`src/rtl/tag_ram_ctrl.sv`:
```
// Tag RAM controller: flushes (invalidates) every entry after reset or on request,
// and arbitrates lookups and refills for a single-port tag RAM in round-robin order.
module tag_ram_ctrl #(
    parameter int ADDR_WIDTH = 6,
    parameter int TAG_WIDTH  = 6
) (
    input  logic                  clk,
    input  logic                  rst,
    input  logic                  flush_req_i,
    output logic                  flush_ack_o,
    output logic                  busy_o,
    input  logic                  lkp_req_i,
    input  logic [ADDR_WIDTH-1:0] lkp_addr_i,
    input  logic [TAG_WIDTH-1:0]  lkp_tag_i,
    output logic                  lkp_gnt_o,
    output logic                  lkp_rvalid_o,
    output logic                  lkp_hit_o,
    output logic [TAG_WIDTH:0]    lkp_rdata_o,
    input  logic                  rfl_req_i,
    input  logic [ADDR_WIDTH-1:0] rfl_addr_i,
    input  logic [TAG_WIDTH-1:0]  rfl_tag_i,
    output logic                  rfl_gnt_o,
    output logic                  tag_req_o,
    output logic                  tag_write_o,
    output logic [ADDR_WIDTH-1:0] tag_addr_o,
    output logic [TAG_WIDTH:0]    tag_wdata_o,
    input  logic [TAG_WIDTH:0]    tag_rdata_i
);

    localparam logic [ADDR_WIDTH-1:0] LAST_ENTRY = '1;

    typedef enum logic {FLUSH, IDLE} state_t;

    state_t                state_q, state_d;
    logic [ADDR_WIDTH-1:0] cnt_q, cnt_d;
    logic                  last_lkp_q, last_lkp_d;
    logic                  pend_q;
    logic [TAG_WIDTH-1:0]  tag_q;

    // Outputs are held quiet while rst is high so the reset values hold from the first cycle.
    always_comb begin
        state_d     = state_q;
        cnt_d       = cnt_q;
        last_lkp_d  = last_lkp_q;
        lkp_gnt_o   = 1'b0;
        rfl_gnt_o   = 1'b0;
        flush_ack_o = 1'b0;
        tag_req_o   = 1'b0;
        tag_write_o = 1'b0;
        tag_addr_o  = '0;
        tag_wdata_o = '0;
        if (!rst) begin
            case (state_q)
                FLUSH: begin
                    tag_req_o   = 1'b1;
                    tag_write_o = 1'b1;
                    tag_addr_o  = cnt_q;
                    if (cnt_q == LAST_ENTRY) begin
                        flush_ack_o = 1'b1;
                        state_d     = IDLE;
                        cnt_d       = '0;
                    end else begin
                        cnt_d = cnt_q + 1'b1;
                    end
                end
                IDLE: begin
                    if (flush_req_i) begin
                        state_d = FLUSH;
                        cnt_d   = '0;
                    end else if (lkp_req_i && (!rfl_req_i || !last_lkp_q)) begin
                        lkp_gnt_o  = 1'b1;
                        last_lkp_d = 1'b1;
                        tag_req_o  = 1'b1;
                        tag_addr_o = lkp_addr_i;
                    end else if (rfl_req_i) begin
                        rfl_gnt_o   = 1'b1;
                        last_lkp_d  = 1'b0;
                        tag_req_o   = 1'b1;
                        tag_write_o = 1'b1;
                        tag_addr_o  = rfl_addr_i;
                        tag_wdata_o = {1'b1, rfl_tag_i};
                    end
                end
                default: state_d = FLUSH;
            endcase
        end
    end

    always_ff @(posedge clk) begin
        if (rst) begin
            state_q    <= FLUSH;
            cnt_q      <= '0;
            last_lkp_q <= 1'b0;
            pend_q     <= 1'b0;
            tag_q      <= '0;
        end else begin
            state_q    <= state_d;
            cnt_q      <= cnt_d;
            last_lkp_q <= last_lkp_d;
            pend_q     <= lkp_gnt_o;
            if (lkp_gnt_o) begin
                tag_q <= lkp_tag_i;
            end
        end
    end

    assign busy_o       = rst || (state_q == FLUSH);
    assign lkp_rvalid_o = pend_q && !rst;
    assign lkp_rdata_o  = lkp_rvalid_o ? tag_rdata_i : '0;
    assign lkp_hit_o    = lkp_rvalid_o && tag_rdata_i[TAG_WIDTH]
                          && (tag_rdata_i[TAG_WIDTH-1:0] == tag_q);

endmodule

```
`config.mk`:
```
export PLATFORM = sky130hd
export DESIGN_NAME = tag_ram_ctrl
export DESIGN_NICKNAME = d
export VERILOG_FILES = /design/src/rtl/tag_ram_ctrl.sv
export SDC_FILE = /design/constraint.sdc
export NUM_CORES = 1
export LEC_CHECK = 0
export CORE_MARGIN = 5
export CORE_UTILIZATION = 39
export DETAILED_ROUTE_END_ITERATION = 7
export HOLD_SLACK_MARGIN = 0.03
export PLACE_DENSITY = 0.81
export SETUP_SLACK_MARGIN = 0.3
export SYNTH_ARGS = -nofsm -noshare
export SYNTH_HDL_FRONTEND = slang
export SYNTH_SLANG_ARGS = --single-unit
```
`constraint.sdc`:
```
create_clock -name clk -period 2.7 [get_ports clk]
set_input_delay 0.27 -clock clk [delete_from_list [all_inputs] [get_ports clk]]
set_output_delay 0.27 -clock clk [all_outputs]
set_load 0.005 [all_outputs]
```
==> impl_metrics.toml, run 1 <==
[cells_and_area]
regArea_um2 = 302
final_common_cell = "clkdlybuf4s50_1"
num-fill-cells = 216
final_cell_mix = "clkdlybuf4s50_1 (62), and2_1 (17), dfxtp_1 (14)"
multi_input_area_um2 = 647
final_layout_size_suffix_gt1_share_pct = 7.81
n_antenna_cell = 0
syn2layout_area_growth_pct = 69.8
nNetsFinal = 230

[timing]
slew_headroom_pct = 70.4
fin_skew_ps = 0.477
tightestPinTransition_ps = 442
setup-violations-final = 0
hold_violations = 0
rsz0062_at_grt = "no"
fin_crit_sh_pct = 85.5
min_period_ps = 2310
slew_violations = 0
fmax_ghz = 0.433
setup-tns-final_ps = 0

[job]
maxCapViolations = 0

[global_route]
grt_pass1_wl_um = 4930
antenna_found_initial = 0
grt_usage_pct = 17.7
grt.overflow.total = 0
grt_max_degree = 15
grt_pass1_vias = 1061

[die]
rows = 18
io_pins = 64
die_x_um = 60.8
fp.dieArea_um2 = 3700
core_um2 = 2480
start_util_pct = 40.7
die_h_um = 60.8

[detailed_routing]
first_pass_iters = 4
drtIter0Drc = 19
wirelength_um = 3180
vias = 1135
antenna_left = 0
drc = 0
viasPerCell = 5.11
drt-wirelength-per-cell_um = 14.3

[clock_network]
cts_setup_buffers = 0
cts_hold_buf = 0
clock_latency_ps = 280
cts_htree_levels = 1
cts_root_buf = "clkbuf_4"
cts_tree = "yes"
clockBufferDepth = 2
cts_inserted_buffers = 3
clock_sinks = 15
clk_pin_slew_ps = 80

[critical_path]
startpoint_type = "input port"
ff2ff_setup_slack_ps = 1360
cp_max_fo = 7
cp.arrival_ps = 2040
cp.required_ps = 2430
critPathKind = "in -> out"
endpoint_kind = "primary output"

[synthesis]
ys_seq_area_share_pct = 29.8
synthDominantCellAreaShare_pct = 29.8
postSynth.asyncResetShare_pct = 0
synth_ff_type = "dfxtp_1"
synthDistinctLibCells = 40
ys_seq_elements = 15
synth_edf_count = 0
syn_area_um2 = 1010
syn-num-nets = 163
synth-warning-count = 0
netlist_top_cells_area = "dfxtp_1 (30%), and2_1 (11%), a21oi_1 (6.0%)"
syn_area_per_cell_um2 = 7.99
synthCells = 126
synth_area_leader_cell = "dfxtp_1"

[pwr]
p_leak_nw = 0.650
finalPower_w = 0.000453
ir_drop_mv = 0.296
powerDensity_nw_per_um2 = 265

[worst_hold_path]
min_path_type = "reg -> reg"

[placement]
dpl.hpwl_um = 2650
gp_congestion = 0.838
io_buffers = 63

[run_status]
status = "completed"
## logic make-up (layout without fill, tap and decap cells)
kind of cell | Yosys count | after routing | synth area share (%)
buffers and inverters | 13 | 79 | 6.96
DFF | 15 | 15 | 29.8
AOI/OAI and AO/OA | 35 | 35 | 23.0
adders and majority gates | 1 | 1 | 1.24
xor gates and xnor gates | 6 | 6 | 5.22
and+or+nand+nor | 56 | 56 | 33.8
## metrics by stage
stage                     hold WS, ps  worst slack (ps)  util (%)  std cells  area (um^2)
after CTS                         497               383      68.9        222         1710
after floorplan                   383              1250         -        126         1010
after detailed placement          484               256      67.5        218         1670
after global routing              523               319      69.0        222         1710
final                             493               392      69.0        222         1710
after global placement            479               294      67.5        218         1670
## where the power goes
part | switching [W] | internal, W | leakage (nW) | total, W
clock network | 0.0000691 | 0.0000550 | 0.0177 | 0.000124
logic | 0.0000325 | 0.0000662 | 0.510 | 0.0000987
registers | 0.00000557 | 0.000225 | 0.122 | 0.000230
## worst max-delay path: stages
cell             delay, ps
clkdlybuf4s50_1        520
a21bo_2                270
nor3_4                 260
a221o_1                210
clkdlybuf4s50_1        510
## routing by layer
metal  part of all wire (%)  track usage [%]
met5                      0                0
met4                    1.3             4.02
met1                     39             19.2
met3                    7.4             5.53
met2                     52             33.3
## flip-flops by register name, indices dropped and copies added (netlist names)
name / cells
cnt_q: 6
last_lkp_q: 1
pend_q: 1
state_q: 1
tag_q: 6
## path summary, 6_finish.rpt
kind                  start             to  depth (start not counted)
setup / recovery  lkp_req_i  tag_addr_o[1]                          5
hold / removal     tag_q[0]       tag_q[0]                          2
setup reg to reg    state_q       tag_q[0]                          4
hold reg to reg    tag_q[0]       tag_q[0]                          2
## final cells by class
cell class,count,area share [%]
Tap cell,30,2.19
Sequential cell,15,17.6
Inverter,6,1.32
Timing Repair Buffer,69,39.4
Multi-Input combinational cell,98,37.8
Clock buffer,3,1.32
Clock inverter,1,0.293
## cells in the mapped netlist, drive strengths merged (2+ instances only)
library cell  instances
and2                 19
dfxtp                15
a21oi                12
o21ai                 8
a221o                 6
inv                   6
or3                   6
buf                   5
nand2                 5
nor2                  4
nor3                  4
xor2                  4
nand2b                3
and3                  2
clkbuf                2
nand3                 2
nor2b                 2
o31ai                 2
or2                   2
xnor2                 2
## repair_timing
| item | CTS | global route |
|---|---|---|
| gates resized for setup | 3 | 1 |
| hold endpoints to repair | 0 | 0 |
| endpoints found under the setup margin | 9 | 3 |
(Power assumes the default switching activity.)
==> run 2: changes to the inputs <==
--- a/config.mk
+++ b/config.mk
@@ -6,9 +6,11 @@
 export NUM_CORES = 1
 export LEC_CHECK = 0
+export ABC_AREA = 1
+export ABC_CLOCK_PERIOD_IN_PS = 2700
 export CORE_MARGIN = 5
-export CORE_UTILIZATION = 39
+export CORE_UTILIZATION = 41
 export DETAILED_ROUTE_END_ITERATION = 7
 export HOLD_SLACK_MARGIN = 0.03
-export PLACE_DENSITY = 0.81
+export PLACE_DENSITY = 0.82
 export SETUP_SLACK_MARGIN = 0.3
 export SYNTH_ARGS = -nofsm -noshare
==> constraint.sdc (replaced) <==
create_clock -name clk -period 2.7 [get_ports clk]
set_input_delay 0.405 -clock clk [delete_from_list [all_inputs] [get_ports clk]]
set_output_delay 0.405 -clock clk [all_outputs]
set_load 0.005 [all_outputs]
==> run 2 against run 1 <==
Net effect: synthesized area is 9.8% higher; cell count is 30% higher; routed wire length is 4.0% higher; via count is 19% higher; synthesized cell count is 49% higher; sequential share of layout area is 1.4 points lower; core utilization is 5.3 points higher; total power is 5.9% higher; count of clock-buffer cells in the layout stayed put; first-iteration DRC count grew to 2.8 times the previous value; clock skew is 14 ps higher.
==> impl_metrics.toml, run 2 <==
[run_status]
status = "completed"

[pwr]
powerDensity_nw_per_um2 = 256
p_leak_nw = 0.891
intPower_w = 0.000350
comb_power_share_pct = 23.2
clkPwrFrac_pct = 29.2
ir_drop_mv = 0.332
switchingPower_w = 0.000130
swShare_pct = 27.2
power_frac_seq_pct = 47.6

[timing]
fin_skew_ps = 14.7
slew_violations = 0
setup-tns-final_ps = 0
fin_crit_sh_pct = 83.4
fmax_ghz = 0.444
rsz0062_at_grt = "no"
tightestPinTransition_ps = 353
hold_violations = 0
min_period_ps = 2250
slew_headroom_pct = 76.5
setup-violations-final = 0

[global_route]
grt_max_degree = 15
grt.overflow.total = 0
grt_pass1_vias = 1240
antenna_found_initial = 0
grt_pass1_wl_um = 5120
grt_usage_pct = 17.2

[placement]
gp_congestion = 0.810
io_buffers = 63
dpl.hpwl_um = 2590

[worst_hold_path]
hold_start = "cnt_q[4]"
min_path_cells = 2
min_path_type = "reg -> reg"
hold-path-endpoint = "cnt_q[4]"

[critical_path]
cp.required_ps = 2300
endpoint_kind = "primary output"
cp.arrival_ps = 1850
reg2reg_depth = 5
r2r-end = "cnt_q[0]"
cp_max_fo = 7
startpoint_type = "input port"
critPathKind = "in -> out"
ff2ff_setup_slack_ps = 1480
reg2reg_from = "cnt_q[0]"

[detailed_routing]
first_pass_iters = 4
viasPerCell = 4.68
drt-wirelength-per-cell_um = 11.5
vias = 1349
drc = 0
antenna_left = 0
wirelength_um = 3300
drtIter0Drc = 54

[die]
rows = 18
start_util_pct = 43.8
fp.dieArea_um2 = 3840
core_um2 = 2520
die_x_um = 61.9
die_h_um = 61.9
io_pins = 64

[synthesis]
synth_area_leader_cell = "dfxtp_1"
synthTopCellsByCount = "nor2_1 (44), nand2_1 (38), inv_1 (32)"
synth-warning-count = 0
synthDistinctLibCells = 23
ys_seq_area_share_pct = 27.1
syn_area_per_cell_um2 = 5.88
netlist_top_cells_area = "dfxtp_1 (27%), nor2_1 (15%), nand2_1 (13%)"
synthCells = 188
synth_ff_type = "dfxtp_1"
ys_seq_elements = 15
postSynth.asyncResetShare_pct = 0
syn_area_um2 = 1110
synthDominantCellAreaShare_pct = 27.1
syn-num-nets = 225
synth_edf_count = 0
yosysMostFrequentCell = "nor2_1"

[clock_network]
cts_htree_levels = 1
clk_pin_slew_ps = 110
cts_tree = "yes"
cts_inserted_buffers = 3
clock_latency_ps = 300
cts_root_buf = "clkbuf_4"
clockBufferDepth = 2
clock_sinks = 15

[cells_and_area]
syn2layout_area_growth_pct = 69.5
final_layout_size_suffix_gt1_share_pct = 11.6
final_util_pct = 74.3
final_cell_mix = "clkdlybuf4s50_1 (57), nor2_1 (42), nand2_1 (36)"
n_antenna_cell = 0
final_common_cell = "clkdlybuf4s50_1"
nNetsFinal = 296
top_regs = "cnt_q (6), tag_q (6)"

[job]
maxCapViolations = 0
-- run 2: how the worst max path moves through the flow --
stage / slack (ps) / from / endpoint
floorplan: 1160 / rst / tag_wdata_o[6]
global placement: 190 / lkp_req_i / tag_wdata_o[0]
detailed placement: 160 / lkp_req_i / tag_wdata_o[2]
CTS: 270 / rst / lkp_rdata_o[2]
global route: 300 / cnt_q[1] / flush_ack_o
finish: 450 / lkp_req_i / tag_addr_o[2]
-- run 2: routing by layer --
metal	routed length, um	GRT usage (%)
met2	1550	28.8
met4	14	1.82
met5	0	0
met1	1400	22.6
met3	334	4.96
-- run 2: power by group through the flow --
stage	sequential, W	clock (W)	combinational, W
after floorplan	0.000233	0	0.0000347
after global placement	0.000234	0	0.000105
after detailed placement	0.000235	0	0.000106
after CTS	0.000229	0.000141	0.000109
after global routing	0.000229	0.000154	0.000121
final	0.000229	0.000140	0.000111
-- run 2: kinds of logic (layout without fill, tap and decap cells) --
logic type / count (synthesis) / in the layout / share of synthesized area (%)
AO/OA/AOI/OAI: 19 / 19 / 9.39
XOR/XNOR: 7 / 7 / 5.54
adder cells (fa/ha/maj): 1 / 1 / 1.13
buffers and inverters: 40 / 110 / 15.6
flip-flops: 15 / 15 / 27.1
AND/OR/NAND/NOR: 106 / 106 / 41.2
-- run 2: metrics by stage --
stage / hold slack, ps / total power, W / std cells / worst slack [ps] / cell area (um^2)
3_5_place_dp: 475 / 0.000340 / 281 / 160 / 1780
5_1_grt: 529 / 0.000504 / 288 / 304 / 1870
6_report: 514 / 0.000480 / 288 / 448 / 1870
3_3_place_gp: 467 / 0.000339 / 281 / 191 / 1780
2_1_floorplan: 452 / 0.000268 / 188 / 1160 / 1110
4_1_cts: 512 / 0.000479 / 285 / 267 / 1840
-- run 2: timing repair --
action                     CTS  global route
buffers inserted             0             2
hold buffers                 0             0
setup endpoints to repair   17            22
pin swaps                    0             1
gates resized for setup     10             9
gates cloned                 0             1
-- run 2: worst max-delay path, stage by stage --
cell and delay, ps:
dlygate4sd2_1 350, a21oi_4 300, nand2_1 80, nand2_1 70, nor2_1 50, nor2_1 80
clkdlybuf4s50_1 520
-- run 2: layout make-up --
| class | count | area (um^2) |
|---|---|---|
| Clock inverter | 1 | 7.51 |
| Inverter | 33 | 130 |
| Clock buffer | 3 | 22.5 |
| Fill cell | 222 | 648 |
| Sequential cell | 15 | 304 |
| Multi-Input combinational cell | 133 | 666 |
| Timing Repair inverter | 1 | 5.00 |
| Timing Repair Buffer | 72 | 702 |
| Tap cell | 30 | 37.5 |
==> run 3: changes to the inputs <==
Settings changed: ABC_CLOCK_PERIOD_IN_PS 2700 to 2150, CORE_UTILIZATION 41 to 38, PLACE_DENSITY 0.82 to 0.76.
Clock period 2.7 ns to 2.15 ns, I/O delays scaled along.
==> run 3 against run 2 <==
Net effect: routed wire length rose by 17%; flip-flop and latch count did not move; combinational power increased by 39%; sequential share of layout area decreased by 1.5 points; hold slack worse by 44 ps; largest cell class unchanged; largest power group unchanged; highest routed layer unchanged.
==> impl_metrics.toml, run 3 (synthesized netlist as in run 2, its figures left out) <==
[cells_and_area]
final_common_cell = "nor2_1"
nNetsFinal = 322
top_regs = "cnt_q (6), tag_q (6)"
multi_input_area_um2 = 681
stdcell_count = 315
final_cell_mix = "nor2_1 (41), clkdlybuf4s50_1 (39), nand2_1 (37)"
final_layout_size_suffix_gt1_share_pct = 23.6
syn2layout_area_growth_pct = 88.6
regArea_um2 = 308
num-fill-cells = 206
n_antenna_cell = 0

[critical_path]
cp.required_ps = 1830
cp_slowest_cell = "clkdlybuf4s50_1"
startpoint_type = "flop"
cp_max_fo = 7
crit_chain = "inv_1, a21oi_2, buf_6, nand3_4, nor2_1, clkdlybuf4s50_1"
max_stage_delay_ps = 500
critPathKind = "reg -> out"
endpoint_kind = "primary output"
cp.arrival_ps = 1640

[die]
die_h_um = 64.0
rows = 19
io_pins = 64
start_util_pct = 39.8
core_um2 = 2780
die_x_um = 64.0
fp.dieArea_um2 = 4090

[timing]
tightestPinTransition_ps = 224
setup-violations-final = 0
slew_headroom_pct = 85.1
rsz0062_at_grt = "yes"
fin_skew_ps = 3.37
setup-tns-final_ps = 0
slew_violations = 0
hold_violations = 0
fmax_ghz = 0.510
setup_ws_ps = 187
fin_crit_sh_pct = 91.3
min_period_ps = 1960

[clock_network]
clockBufferDepth = 2
cts_htree_levels = 1
cts_root_buf = "clkbuf_4"
cts_tree = "yes"
cts_hold_buf = 0
clock_latency_ps = 280
clk_pin_slew_ps = 90
cts_inserted_buffers = 3
clock_sinks = 15

[detailed_routing]
drt-wirelength-per-cell_um = 12.2
viasPerCell = 4.72
antenna_left = 0
drtIter0Drc = 63
drc = 0
vias = 1488
first_pass_iters = 6
wirelength_um = 3850

[job]
maxCapViolations = 0

[global_route]
grt_pass1_wl_um = 5980
grt_max_degree = 12
grt_usage_pct = 17.5
grt.overflow.total = 0
grt_pass1_vias = 1429
antenna_found_initial = 0

[placement]
gp_congestion = 0.824
placedCellCount = 292
dpl.hpwl_um = 2690
io_buffers = 63
dp_slack_ps = -116

[worst_hold_path]
min_path_type = "reg -> reg"

[pwr]
ir_drop_mv = 0.311
p_leak_nw = 1.17
powerDensity_nw_per_um2 = 290

[run_status]
status = "completed"
## run 3: cell types whose count changed in the layout (fill, tap and decap cells not counted), moves of 3 or more
cell             delta
buf_2               +3
buf_4              +20
buf_6               +7
clkbuf_2            +3
clkdlybuf4s50_1    -18
dfxtp_1             -3
dfxtp_2             +3
dlygate4sd2_1       +8
dlymetal6s2s_1      +4
## run 3: report_power, final
| group | internal [W] | total (W) | switching (W) |
|---|---|---|---|
| clock | 0.0000720 | 0.000165 | 0.0000933 |
| sequential | 0.000282 | 0.000286 | 0.00000428 |
| combinational | 0.0000941 | 0.000154 | 0.0000595 |
## run 3: what timing repair did
item | in CTS | in global routing
setup buffers | 10 | 9
endpoints found under the setup margin | 28 | 20
pin swaps | 4 | 9
gates resized for setup | 40 | 29
## run 3: metal layers
metal	global-route usage [%]	up-vias	share of wire, %
li1	-	772	-
met2	28.9	73	47
met1	21.8	636	42
met5	0	-	0
met3	6.48	7	10
met4	3.38	0	0.88
## run 3: metrics by stage
stage / hold slack, ps / total power [W] / cell area [um^2] / util [%]
after global routing: 500 / 0.000635 / 2090 / 75.0
after global placement: 467 / 0.000435 / 1850 / 66.7
after detailed placement: 467 / 0.000436 / 1850 / 66.7
after CTS: 472 / 0.000605 / 1990 / 71.6
after floorplan: 452 / 0.000337 / 1110 / -
final: 470 / 0.000605 / 2090 / 75.0
## run 3: worst max-delay path: cells and delay by family, from the launching register on
family,cells,cell delay [ps]
and+or+nand+nor,2,210
buffers and inverters,3,680
AOI/OAI and AO/OA,1,120
DFF,1,340
## run 3: path summary, 6_finish.rpt
path / start / to / slack, ps / depth (start not counted)
setup / recovery: last_lkp_q / tag_wdata_o[5] / 190 / 6
hold / removal: last_lkp_q / last_lkp_q / 470 / 2
setup reg to reg: state_q / tag_q[5] / 750 / 10
hold reg to reg: last_lkp_q / last_lkp_q / 470 / 2
## run 3: final cells by class
type                            instances  area share, %
Timing Repair Buffer                   99           43.2
Inverter                               33           6.30
Clock buffer                            4           1.26
Multi-Input combinational cell        133           32.6
Sequential cell                        15           14.8
Tap cell                               31           1.86
